$ cat config.mk
export PLATFORM = sky130hd
export DESIGN_NAME = spi_controller
export DESIGN_NICKNAME = d
export VERILOG_FILES = /design/src/rtl/spi_controller.sv
export SDC_FILE = /design/constraint.sdc
export NUM_CORES = 1
export LEC_CHECK = 0
export ABC_AREA = 0
export ABC_CLOCK_PERIOD_IN_PS = 4700
export BUFFER_PORTS_ARGS = -buffer_cell sky130_fd_sc_hd__buf_4
export CAP_MARGIN = 5
export CELL_PAD_IN_SITES_DETAIL_PLACEMENT = 0
export CELL_PAD_IN_SITES_GLOBAL_PLACEMENT = 1
export CORE_ASPECT_RATIO = 1.1
export CORE_UTILIZATION = 36
export DETAILED_ROUTE_END_ITERATION = 8
export MAX_ROUTING_LAYER = met4
export PLACE_DENSITY_LB_ADDON = 0.08
export SETUP_SLACK_MARGIN = 0.5
export SLEW_MARGIN = 20
export SYNTH_ARGS = -nofsm -noshare
export SYNTH_HDL_FRONTEND = slang
export SYNTH_SLANG_ARGS = --single-unit
$ cat constraint.sdc
create_clock -name clk -period 4.7 [get_ports clk]
set_clock_uncertainty 0.05 [all_clocks]
set_input_delay 1.175 -clock clk [delete_from_list [all_inputs] [get_ports clk]]
set_output_delay 1.175 -clock clk [all_outputs]
set_load 0.05 [all_outputs]
$ cat src/rtl/spi_controller.sv
// spi_controller -- sequencing FSM for a simple SPI peripheral.
// One transaction is an address phase (7 address bits + R/W bit) followed by
// a WIDTH-bit data phase that is either shifted out (read) or captured (write).
//
// Ports
//   clk            system clock, all state changes on its rising edge
//   reset          synchronous active-high reset
//   sclkEdge       one-clk pulse, the shift register shifts this cycle
//   csConditioned  conditioned chip select, active low
//   rwBit          R/W bit from the shift register (1 = read)
//   srWe           shift register parallel-load strobe
//   addrWe         address latch write enable
//   dmWe           data memory write enable
//   misoBufe       MISO tri-state buffer enable
//   state          current state encoding
//   bitCount       sclkEdge pulses counted in the current phase
module spi_controller #(
  parameter int WIDTH = 8
) (
  input  logic       clk,
  input  logic       reset,
  input  logic       sclkEdge,
  input  logic       csConditioned,
  input  logic       rwBit,
  output logic       srWe,
  output logic       addrWe,
  output logic       dmWe,
  output logic       misoBufe,
  output logic [3:0] state,
  output logic [3:0] bitCount
);

  typedef enum logic [3:0] {
    IDLE        = 4'd0,
    GET         = 4'd1,
    GOT         = 4'd2,
    READ_WAIT   = 4'd3,
    READ_LOAD   = 4'd4,
    READ_SHIFT  = 4'd5,
    WRITE_GET   = 4'd6,
    WRITE_STORE = 4'd7,
    DONE        = 4'd8
  } state_t;

  // Count value at which the next pulse is the WIDTH-th of the phase.
  localparam logic [3:0] LAST = 4'(WIDTH - 1);

  state_t     cur, nxt;
  logic [3:0] cnt, cntNxt;

  always_ff @(posedge clk) begin
    if (reset) begin
      cur <= IDLE;
      cnt <= 4'd0;
    end else begin
      cur <= nxt;
      cnt <= cntNxt;
    end
  end

  always_comb begin
    nxt    = cur;
    cntNxt = cnt;
    if (cur != IDLE && csConditioned) begin
      // Deselect aborts whatever is in progress.
      nxt    = IDLE;
      cntNxt = 4'd0;
    end else begin
      case (cur)
        IDLE: begin
          if (!csConditioned) begin
            nxt    = GET;
            cntNxt = 4'd0;
          end
        end
        GET, READ_SHIFT, WRITE_GET: begin
          if (sclkEdge) begin
            if (cnt == LAST) begin
              // Phase complete: counter clears as the phase ends, so it
              // never shows WIDTH and reads 0 in the following state.
              cntNxt = 4'd0;
              case (cur)
                GET:        nxt = GOT;
                READ_SHIFT: nxt = DONE;
                default:    nxt = WRITE_STORE;
              endcase
            end else begin
              cntNxt = cnt + 4'd1;
            end
          end
        end
        GOT: begin
          cntNxt = 4'd0;
          nxt    = rwBit ? READ_WAIT : WRITE_GET;
        end
        READ_WAIT:   nxt = READ_LOAD;  // one cycle of memory read latency
        READ_LOAD: begin
          nxt    = READ_SHIFT;
          cntNxt = 4'd0;
        end
        WRITE_STORE: nxt = DONE;
        DONE:        nxt = DONE;       // wait for deselect, edges ignored
        default: begin
          nxt    = IDLE;
          cntNxt = 4'd0;
        end
      endcase
    end
  end

  // Moore outputs: decoded from the state register only.
  assign addrWe   = (cur == GOT);
  assign srWe     = (cur == READ_LOAD);
  assign misoBufe = (cur == READ_SHIFT);
  assign dmWe     = (cur == WRITE_STORE);
  assign state    = cur;
  assign bitCount = cnt;

endmodule

# Yosys cells after proc, flatten, opt, wreduce, memory -nomap -nowiden
# Index checks and enable logic that the tools add are counted.
[op_classes]
mux = 10
n_eq_ne = 12
reduce_logical = 9
add_sub_neg = 1
bitwise_logic = 1
[ops]
columns = ["operator", "n"]
rows = [
  ["2-to-1 mux 4 bit", 6],
  ["one-hot mux 4 bit (6 select lines)", 1],
  ["== test 4 x 3 -> 1 bit, second input constant", 5],
  ["one-hot mux 4 bit (3 select lines)", 1],
  ["== test 4 x 2 -> 1 bit, second input constant", 2],
  ["one-hot mux 4 bit (2 select lines)", 1],
  ["inequality test 2 bit, second input constant", 3],
  ["AND reduction 3 bit", 2],
  ["OR reduction 3 bit", 2],
  ["adder 4 x 1 -> 4 bit, second input constant", 1],
  ["== test 4 x 1 -> 1 bit, second input constant", 1],
  ["== test 4 bit, second input constant", 1],
  ["zero test 4 bit", 1],
  ["nonzero test 4 bit", 1],
  ["OR reduction 2 bit", 2],
  ["2-to-1 mux 3 bit", 1],
  ["logical AND 1 bit", 1],
  ["NOT 1 bit", 1],
]
[word_totals]
register_bits = 8
output_inout_bits = 12
word_cells = 35

# Logic depth before layout (Yosys ltp)
[depth]
depth_word = 5
depth_mapped = 6

# Least setup slack after synthesis
# Ideal clock, no wire load.
[synth_path]
path_type = "flip-flop to output port"
from = "register cur[2], in the netlist state[2]"
to = "output port srWe"
stages_incl_launch_ff = 3
slack_ps = 876
arrival_time_ps = 2599
required_ps = 3475
cell_sequence = "dfxtp_1 > clkbuf_1 > nor4b_1"
[synth_between]
elab_chain_len = 1
[synth_lines]
columns = ["item", "line_no", "source"]
rows = [
  ["start, declared", "48", "state_t cur, nxt;"],
  ["start signal, assigned", "56", "cur <= nxt;"],
  ["== test 4 x 3 -> 1 bit", "113", "assign srWe = (cur == READ_LOAD);"],
  ["end, declared", "25", "output logic srWe,"],
]
# No other way between the ends.

# Final worst setup path
[layout_path]
from = "register cur[0], in the netlist state[0]"
to = "output port misoBufe"
[layout_between]
elab_chain_len = 1
[layout_lines]
columns = ["item", "line_no", "source"]
rows = [
  ["== test 4 x 3 -> 1 bit", "114", "assign misoBufe = (cur == READ_SHIFT);"],
  ["end, declared", "28", "output logic misoBufe,"],
]
# No other way between the ends.

==> results.md <==
- Core Area: 0.00142 sq mm
- Ys async rst share: 0
- Leak: 0.271 nW
- Avg WL per Cell: between 10 and 15 um
- DPL Wire Length: 1.04 mm
- Post-cts sizing count: 0
- Proportion of netlist area held by the largest area contributor: 0.284
- Multi-input gate area: approximately 360 sq um
- CTS Hold Bufs: 0
- Status: finished clean
- Die width: between 30 and 40 um
- Max Cap Viol: 0
- Synthesized area: 563 sq um
- Post-Layout Cell Count: 107
- Worst vdd ir: 216 uV
- First-pass GRT wire length: approximately 2.2 mm
- Synth cell types: 32
- Max Buffers Root-to-Sink: 2
- Post-synth top area cell: dfxtp_1
- Std-Cell Rows: 14
- Critical path peak fanout: 15
- Final GP Congestion: 0.768
- Worst-Skew Late Latency: ~250 ps
- Pwr dens: around 470 mW/mm^2
- Top cells by area, synth: dfxtp_1, a21oi_1, nand2_1
- Critical-path top delay cell: dfxtp_1
- Starting Density: 0.397
- Die area: 0.00173 sq mm
- Max Transition Viols Final: 0
- Clock Sinks: 8
- CP Data Required Time: 3470 ps
- Final Critical Period: 2690 ps
- Slew @ Worst Pin: between 500 and 600 ps
- Slew Limit Headroom: 0.643
- Sequential area share after synthesis: 0.284
- DRC: 0
- Type of origin of the critical path: flip-flop
- Maximum single-stage delay on the critical path: 590 ps
- Post-Synthesis Cells: 77
- Reg clk slew, reported paths: 60 ps
- TritonCTS clock tree: done
- Critical path type: flip-flop to output port
- Setup Viol. Count Final: 0
- Worst min path class: flip-flop to flip-flop
- Number of diodes: 0
- Routed vias: between 600 and 700
- Gr ovfl total: 0
- Nets: 99
- CP cell instances: nand2_1 -> nor3_1 -> buf_4
- Number of synthesized flops with an enable pin: 0
- Root Buffer: clkbuf_4
- Setup TNS: 0 ps
- Max Fclk: 372 MHz
- Setup Buffers After CTS: 0
- Placed instance count: 104
- Main synth FF type: dfxtp_1
- Setup ws final: 2010 ps
- Fillers: 158
- Yosys Warn Count: 0
- Fin. Hold Viols: 0
- Top cells by count, synth: a21oi_1, dfxtp_1, nand2_1
- Critical path arrival: approximately 1500 ps
- Area grow syn2layout: 24.0%
- Synthesis-stage register bit count: 8
- Vias in the first global route: ~500
- Layout cells sized above 1: 0.253
- Number of I/O pins: 17
- Share of the cycle needed by the critical path after routing: 0.571
- Vias/cell: 5.98
- Num CTS Buffers: 3
- I/O Buffers: 16
- Pre-CTS WS: 2170 ps
- Die H: between 40 and 50 um
- First-pass iteration count of the detailed router: 4
- H-tree Lvls: 1
- Routed WL: 1.44 mm
- RSZ-0062 raised after global routing: no
- Overall power: 0.329 mW
- DRT iter0 DRCs: 14
- Syn avg cell area: 7.31 sq um
- CP endpoint kind: output port
- Synth Net Count: 83
- Pin count of the biggest net entering global routing: 16
- Antenna-violating nets left: 0
- Final core utilization: 0.492
- Total GRT Usage: 0.192
- Register area: between 150 and 200 sq um
- Antenna violations before repair: 0
[final timing paths]
check,to,from,slack [ps],depth (start not counted)
min reg2reg,bitCount[3],bitCount[3],450,2
max,misoBufe,state[0],2010,3
max reg2reg,bitCount[0],state[0],2760,4
min,bitCount[3],bitCount[3],450,2
[kinds of logic after synthesis]
logic type / count (synthesis) / share of synthesized area
adders and majority gates: 1 / 0.0222
DFF: 8 / 0.284
AOI/OAI and AO/OA: 24 / 0.264
and+or+nand+nor: 34 / 0.347
buffers and inverters: 10 / 0.0822
[metrics by stage]
stage / hold WS, ps / cell area [sq um]
finish: 453 / 698
global route: 490 / 698
CTS: 461 / 698
detailed placement: 450 / 676
global placement: 448 / 676
floorplan: 654 / 563
[power breakdown]
group	internal (mW)	switching (mW)
Clock	0.0293	0.0238
Combinational	0.0618	0.108
Sequential	0.0774	0.0286
[flip-flops by register name, indices dropped and copies added (netlist names)]
name      cells
bitCount      4
state         4
[layout make-up]
type / instances / share of cell area
multi-input combinational: 59 / 0.511
timing repair buffer: 16 / 0.172
inverter: 5 / 0.0269
tap: 16 / 0.0287
sequential: 8 / 0.229
clock buffer: 3 / 0.0323
[worst max-delay path: cells and delay by family, from the launching register on]
family	cells	cell delay, ps
DFF	1	590
and+or+nand+nor	2	380
buffers and inverters	1	230
[metal layers]
layer | up-vias | GRT usage | wire length, um
met5 | - | - | 0
met4 | 0 | 0.0828 | 14
met3 | 2 | 0.0462 | 55
met2 | 20 | 0.341 | 749
met1 | 304 | 0.187 | 615
li1 | 314 | - | -
[layout by cell type, fill, tap and decap left out, drive strengths merged]
cell     netlist  final
or4            2      2
nor2           6      6
a21o           2      2
a31oi          4      4
a21oi          8      8
nand3          3      3
o2bb2ai        1      1
nand4          1      1
nor2b          1      1
and3b          1      1
o2111ai        1      1
or3            2      2
o41ai          1      1
ha             1      1
dfxtp          8      8
nor3           4      4
buf            2     16
clkbuf         3      3
inv            5      5
nand4bb        1      1
a211oi         1      1
nor4b          1      1
and2           1      1
o311ai         1      1
nand3b         1      1
or3b           2      2
nand2          7      7
nand2b         1      1
o21ai          5      5
Power figures use the tool's default switching activity.
